--- src/rtl/sevenseg_scan_ctrl.sv ---
// -----------------------------------------------------------------------------
// sevenseg_scan_ctrl
//   Time-multiplexed scan controller for a common-segment, multi-digit
//   7-segment display. Each digit gets a blanking interval (all digits off)
//   followed by a dwell interval in which that digit alone is driven. One
//   shared segment decoder serves every digit.
//
//   New digit codes arrive over a valid/ready handshake into a single pending
//   buffer. The buffer is copied to the displayed (active) register only at a
//   frame boundary, so a frame is never shown with a mix of old and new codes.
//
//   Optional build macro: SEVENSEG_SCAN_HEX_EN
//     defined   -> codes 10..15 show hex glyphs A b C d E F
//     undefined -> codes 10..15 leave the digit dark while it is still scanned
// -----------------------------------------------------------------------------
module sevenseg_scan_ctrl #(
    parameter int NUM_DIGITS   = 4,
    parameter int DWELL_CYCLES = 1000,
    parameter int BLANK_CYCLES = 16
) (
    input  logic                      clk,
    input  logic                      rst,
    input  logic [4*NUM_DIGITS-1:0]   upd_data,
    input  logic                      upd_valid,
    output logic                      upd_ready,
    output logic [6:0]                seg,
    output logic [NUM_DIGITS-1:0]     digit_en,
    output logic                      frame_start
);

    // ------------------------------------------------------------------
    // Derived widths and terminal counts
    // ------------------------------------------------------------------
    localparam int IDX_W   = (NUM_DIGITS > 1) ? $clog2(NUM_DIGITS) : 1;
    localparam int MAX_CYC = (DWELL_CYCLES > BLANK_CYCLES) ? DWELL_CYCLES : BLANK_CYCLES;
    localparam int CNT_W   = (MAX_CYC > 1) ? $clog2(MAX_CYC) : 1;

    localparam logic [IDX_W-1:0] LAST_IDX   = IDX_W'(NUM_DIGITS - 1);
    localparam logic [CNT_W-1:0] BLANK_LAST = CNT_W'(BLANK_CYCLES - 1);
    localparam logic [CNT_W-1:0] DWELL_LAST = CNT_W'(DWELL_CYCLES - 1);
    localparam logic [6:0]       SEG_OFF    = 7'h7F;

    typedef enum logic [0:0] {
        ST_BLANK = 1'b0,
        ST_SHOW  = 1'b1
    } state_t;

    // ------------------------------------------------------------------
    // Shared segment decoder, active-low, bit 6 = segment a
    // ------------------------------------------------------------------
    function automatic logic [6:0] dec(input logic [3:0] code);
        logic [6:0] glyph;
        glyph = SEG_OFF;
        case (code)
            4'd0:    glyph = 7'b0000001;
            4'd1:    glyph = 7'b1001111;
            4'd2:    glyph = 7'b0010010;
            4'd3:    glyph = 7'b0000110;
            4'd4:    glyph = 7'b1001100;
            4'd5:    glyph = 7'b0100100;
            4'd6:    glyph = 7'b0100000;
            4'd7:    glyph = 7'b0001111;
            4'd8:    glyph = 7'b0000000;
            4'd9:    glyph = 7'b0000100;
`ifdef SEVENSEG_SCAN_HEX_EN
            4'd10:   glyph = 7'b0001000;
            4'd11:   glyph = 7'b1100000;
            4'd12:   glyph = 7'b0110001;
            4'd13:   glyph = 7'b1000010;
            4'd14:   glyph = 7'b0110000;
            4'd15:   glyph = 7'b0111000;
`endif
            default: glyph = SEG_OFF;
        endcase
        return glyph;
    endfunction

    // One-hot digit enable for a given scan index
    function automatic logic [NUM_DIGITS-1:0] onehot(input logic [IDX_W-1:0] idx);
        logic [NUM_DIGITS-1:0] vec;
        vec = '0;
        for (int i = 0; i < NUM_DIGITS; i++) begin
            vec[i] = (idx == IDX_W'(i));
        end
        return vec;
    endfunction

    // ------------------------------------------------------------------
    // State
    // ------------------------------------------------------------------
    state_t                   state_r;
    logic [CNT_W-1:0]         cnt_r;
    logic [IDX_W-1:0]         idx_r;

    logic [4*NUM_DIGITS-1:0]  active_r;
    logic [4*NUM_DIGITS-1:0]  pending_r;
    logic                     pending_full_r;

    logic [6:0]               seg_r;
    logic [NUM_DIGITS-1:0]    digit_en_r;
    logic                     frame_start_r;

    // Next-state / next-output signals
    state_t                   state_s;
    logic [CNT_W-1:0]         cnt_s;
    logic [IDX_W-1:0]         idx_s;
    logic                     boundary_s;
    logic                     xfer_s;
    logic [3:0]               code_s;
    logic [6:0]               seg_s;
    logic [NUM_DIGITS-1:0]    digit_en_s;

    // Scan FSM next state: blank interval, then dwell, then move to next digit
    always_comb begin
        state_s    = state_r;
        cnt_s      = cnt_r + CNT_W'(1);
        idx_s      = idx_r;
        boundary_s = 1'b0;
        case (state_r)
            ST_BLANK: begin
                if (cnt_r == BLANK_LAST) begin
                    state_s = ST_SHOW;
                    cnt_s   = '0;
                end else begin
                    state_s = ST_BLANK;
                end
            end
            ST_SHOW: begin
                if (cnt_r == DWELL_LAST) begin
                    state_s    = ST_BLANK;
                    cnt_s      = '0;
                    boundary_s = (idx_r == LAST_IDX);
                    idx_s      = (idx_r == LAST_IDX) ? '0 : idx_r + IDX_W'(1);
                end else begin
                    state_s = ST_SHOW;
                end
            end
            default: begin
                state_s = ST_BLANK;
                cnt_s   = '0;
                idx_s   = '0;
            end
        endcase
    end

    // Select the code of the digit about to be shown; active is stable on
    // every SHOW entry because it only changes when leaving SHOW
    always_comb begin
        code_s = 4'hF;
        for (int i = 0; i < NUM_DIGITS; i++) begin
            code_s = (idx_s == IDX_W'(i)) ? active_r[4*i +: 4] : code_s;
        end
    end

    // Output values for the state being entered, so registered outputs are
    // already correct on the first cycle of each state
    always_comb begin
        seg_s      = SEG_OFF;
        digit_en_s = '0;
        if (state_s == ST_SHOW) begin
            seg_s      = dec(code_s);
            digit_en_s = onehot(idx_s);
        end else begin
            seg_s      = SEG_OFF;
            digit_en_s = '0;
        end
    end

    // A transfer happens only while the pending buffer is empty
    always_comb begin
        xfer_s = upd_valid & ~pending_full_r;
    end

    // Scan FSM state register
    always_ff @(posedge clk or posedge rst) begin
        if (rst) begin
            state_r <= ST_BLANK;
            cnt_r   <= '0;
            idx_r   <= '0;
        end else begin
            state_r <= state_s;
            cnt_r   <= cnt_s;
            idx_r   <= idx_s;
        end
    end

    // Pending buffer fill and frame-boundary copy into the active register.
    // A transfer and a copy never coincide: a transfer needs an empty buffer,
    // a copy needs a full one. A transfer on a boundary cycle therefore waits
    // for the next boundary.
    always_ff @(posedge clk or posedge rst) begin
        if (rst) begin
            active_r       <= {NUM_DIGITS{4'hF}};
            pending_r      <= '0;
            pending_full_r <= 1'b0;
        end else begin
            if (boundary_s && pending_full_r) begin
                active_r       <= pending_r;
                pending_full_r <= 1'b0;
            end else if (xfer_s) begin
                pending_r      <= upd_data;
                pending_full_r <= 1'b1;
            end else begin
                pending_full_r <= pending_full_r;
            end
        end
    end

    // Registered display outputs and frame marker
    always_ff @(posedge clk or posedge rst) begin
        if (rst) begin
            seg_r         <= SEG_OFF;
            digit_en_r    <= '0;
            frame_start_r <= 1'b0;
        end else begin
            seg_r         <= seg_s;
            digit_en_r    <= digit_en_s;
            frame_start_r <= boundary_s;
        end
    end

    assign seg         = seg_r;
    assign digit_en    = digit_en_r;
    assign frame_start = frame_start_r;
    assign upd_ready   = ~pending_full_r;

endmodule

--- config.mk ---
export PLATFORM = sky130hd
export DESIGN_NAME = sevenseg_scan_ctrl
export DESIGN_NICKNAME = d
export VERILOG_FILES = /design/src/rtl/sevenseg_scan_ctrl.sv
export SDC_FILE = /design/constraint.sdc
export NUM_CORES = 1
export LEC_CHECK = 0
export BUFFER_PORTS_ARGS = -buffer_cell sky130_fd_sc_hd__buf_2
export CAP_MARGIN = 20
export CORE_MARGIN = 1
export CORE_UTILIZATION = 55
export CTS_BUF_LIST = sky130_fd_sc_hd__clkbuf_8
export DETAILED_ROUTE_END_ITERATION = 10
export PLACE_DENSITY = 0.76
export REMOVE_ABC_BUFFERS = 1
export SYNTH_ARGS = -nofsm -noshare
export SYNTH_HDL_FRONTEND = slang
export SYNTH_SLANG_ARGS = --single-unit
--- constraint.sdc ---
create_clock -name clk -period 4.1 [get_ports clk]
set_clock_uncertainty 0.2 [all_clocks]
set_input_delay 0.41 -clock clk [delete_from_list [all_inputs] [get_ports clk]]
set_output_delay 0.41 -clock clk [all_outputs]
set_load 0.01 [all_outputs]
==> flow_summary.yaml <==
job:
  max_cap_viol_count: 0
synthesis:
  yosys.area.top_type: "dfrtp_1"
  yosys-top-cells-count: "mux2_2, dfrtp_1, dfstp_2, nor2_1, inv_1"
  synth_area_sq_mm: 0.00270
  synth_top_family_by_area: "multiplexers"
  synth_xor_area_share_pct: 2.60
  yosys_warnings: 0
  syn_avg_cell_area_sq_um: 13.9
  yosys.area_share.simple_pct: 10.9
  synth_edf_count: 0
  synthFlopType: "dfrtp_1"
  ys_seq_area_share_pct: 54.9
  synthCells: 194
  synth_area_leaders: "dfrtp_1, dfstp_2, mux2_2, mux4_2, ha_1"
  synth.area.mux_share_pct: 23.2
  synth_top_area_share_pct: 32.5
  yosysUniqueCellTypes: 36
  synth_async_sr_flop_share_pct: 100
  synth-adder-area-share_pct: 3.71
  ys_ff_latch: 58
  yosysMostFrequentCell: "mux2_2"
  synth_compound_area_share_pct: 2.69
grt:
  grt_pass1_wl_um: 7400
  overflow: 0
  antenna_found_initial: 0
  grt_usage_pct: 19.3
  grt_pass1_vias: 1584
  grt_max_degree: 37
finish:
  area_delta_synth_final_pct: 16.7
  antenna_cells: 0
  nNetsFinal: 261
  fin_area_sq_mm: 0.00315
  nFillCells: 361
  final_layout_size_suffix_gt1_share_pct: 50.2
  ff_latch_area_sq_mm: 0.00148
  multi_input_area_sq_mm: 0.00116
route:
  firstDrtPassIters: 4
  num_vias: 1611
  wl_um: 4390
  drtAntennaViolNets: 0
  drc: 0
  wl_per_cell_um: 14.3
  drtIter0Drc: 40
  vias_per_cell: 5.26
critical_path:
  cpPeakStageDelay_ns: 0.55
  start_kind: "register"
  arrival_ns: 2.94
  cp_common_cell: "ha_1"
  cp.required_ns: 4.15
  crit_chain: "ha_1 > nor2_1 > mux4_2 > mux2_2 > inv_1 > ha_1 > mux2i_1 > a21oi_1"
  critPathSlowestCell: "mux4_2"
  critical_path_class: "reg -> reg"
  crit_family: "multiplexers"
  path_max_fanout: 7
  endpoint_kind: "register"
  path_buf_inv: 1
sta:
  timing.final.crit_share_pct: 70.5
  tightestPinTransition_ns: 0.598
  period_minus_slack_ns: 2.89
  finalSetupTns_ns: 0
  drv_slew: 0
  rsz0062_at_grt: "false"
  hold_viol_final: 0
  setup_viol: 0
  fmax_mhz: 346
  slew_headroom_pct: 59.0
power:
  powerDensity_mw_per_mm2: 373
  ir_worst_vdd_mv: 0.261
  power.leakage_nw: 1.50
clocking:
  cts_tree: "yes"
  cts-root-buf: "clkbuf_8"
  clk_pin_slew_ns: 0.06
  numCtsBuffers: 9
  ctsHtreeMaxLevel: 3
  cts_sinks: 58
  worstSkewPairLatency_ns: 0.33
  cts_max_path_buffers: 2
placement:
  portBuffers: 31
  dpl_cell_area_sq_mm: 0.00293
  gp_congestion: 0.873
  dpl.hpwl_um: 3110
die:
  core_area_sq_mm: 0.00472
  die-area_sq_mm: 0.00519
  ios: 32
  start_util_pct: 57.1
  die_x_um: 72.0
  fp.dieH_um: 72.0
  rows: 25
worst_hold_path:
  holdCritPathClass: "in -> reg"
status:
  status: "completed"
-- layout make-up --
type                            instances  share of cell area, %
Clock buffer                           12                   5.24
Clock inverter                          4                   1.35
Inverter                                9                   1.07
Multi-Input combinational cell        122                   36.9
Sequential cell                        58                   47.0
Tap cell                               67                   2.66
Timing Repair Buffer                   34                   5.72
-- worst paths after layout --
path                                    startpoint                          to  slack (ns)  depth (start not counted)
worst max-delay path            idx_r[0]$_DFF_PP0_            seg[3]$_DFF_PP1_        1.21                          8
worst min-delay path                     upd_valid  pending_full_r$_DFFE_PP0P_         0.1                          2
worst max register to register  idx_r[0]$_DFF_PP0_            seg[3]$_DFF_PP1_        1.21                          8
worst min register to register  cnt_r[0]$_DFF_PP0_          cnt_r[0]$_DFF_PP0_        0.29                          1
max in group asynchronous                      rst     active_r[0]$_DFFE_PP1P_        2.42                          4
min in group asynchronous                      rst          cnt_r[2]$_DFF_PP0_        0.43                          3
-- routing by layer --
layer,wire length [um],GRT usage (%),vias to the layer above,share of wire [%]
met4,90,10.5,0,2.1
met1,2060,24.4,802,47
met5,0,0,-,0
li1,-,-,774,-
met2,2120,30.1,27,48
met3,111,5.83,8,2.5
-- through the flow --
stage | setup slack (ns) | hold WS, ns | utilization (%) | instances | power (mW)
final | 1.21 | 0.0977 | 66.7 | 306 | 1.18
after global routing | 0.991 | 0.0960 | 66.7 | 306 | 1.22
after CTS | 1.19 | 0.0873 | 66.7 | 306 | 1.19
after detailed placement | 1.21 | 0.250 | 62.1 | 289 | 0.654
after global placement | 1.26 | 0.245 | 62.1 | 289 | 0.652
after floorplan | 1.38 | 0.248 | - | 189 | 0.636
-- where the power goes --
part	switching, mW	leakage, nW	internal, mW
Clock	0.207	0.115	0.325
Combinational	0.0172	0.717	0.0221
Sequential	0.00999	0.670	0.594
Total	0.234	1.50	0.941
-- cells in the final DEF, fill, tap and decap left out, drive strengths merged, types with 2 or more instances in the layout --
cell / Yosys / final
nor3: 6 / 6
mux2: 36 / 36
and2: 2 / 2
dfrtp: 35 / 35
o21a: 2 / 2
nand2: 5 / 5
a21oi: 2 / 2
dfstp: 23 / 23
and3: 3 / 3
mux4: 8 / 8
nor4: 4 / 4
mux2i: 4 / 4
nor2: 12 / 12
ha: 8 / 8
nand2b: 4 / 4
inv: 9 / 11
buf: 2 / 33
a31oi: 3 / 3
xor2: 4 / 4
nand3: 4 / 4
xnor2: 4 / 4
clkbuf: 3 / 12
-- worst reg2reg max path: cells and delay by family (launching register included) --
kind                     cells  cell delay, ns
AND/OR/NAND/NOR              1            0.36
AO/OA/AOI/OAI                1            0.09
buffers and inverters        1            0.13
flip-flops                   1            0.47
multiplexers                 3            1.03
adder cells (fa/ha/maj)      2            0.53
-- cells by family (layout without fill, tap and decap cells) --
logic type,after synthesis,count (layout)
buf+inv,14,59
mux,48,48
compound gates,11,11
simple gates,47,47
fa+ha+maj,8,8
flops,58,58
xor+xnor,8,8
-- timing repair --
action / in CTS / in global routing
hold buffers: 1 / 0
buffers inserted: 0 / 0
gates resized for setup: 0 / 0
hold endpoints to repair: 13 / 0
-- flip-flops by register name, summed over array words and instances, names as in the netlist --
name            cells
seg                 7
idx_r               2
digit_en            4
pending_full_r      1
pending_r          16
frame_start         1
active_r           16
cnt_r              10
state_r             1
No activity file was read; power rests on OpenSTA's default activity.
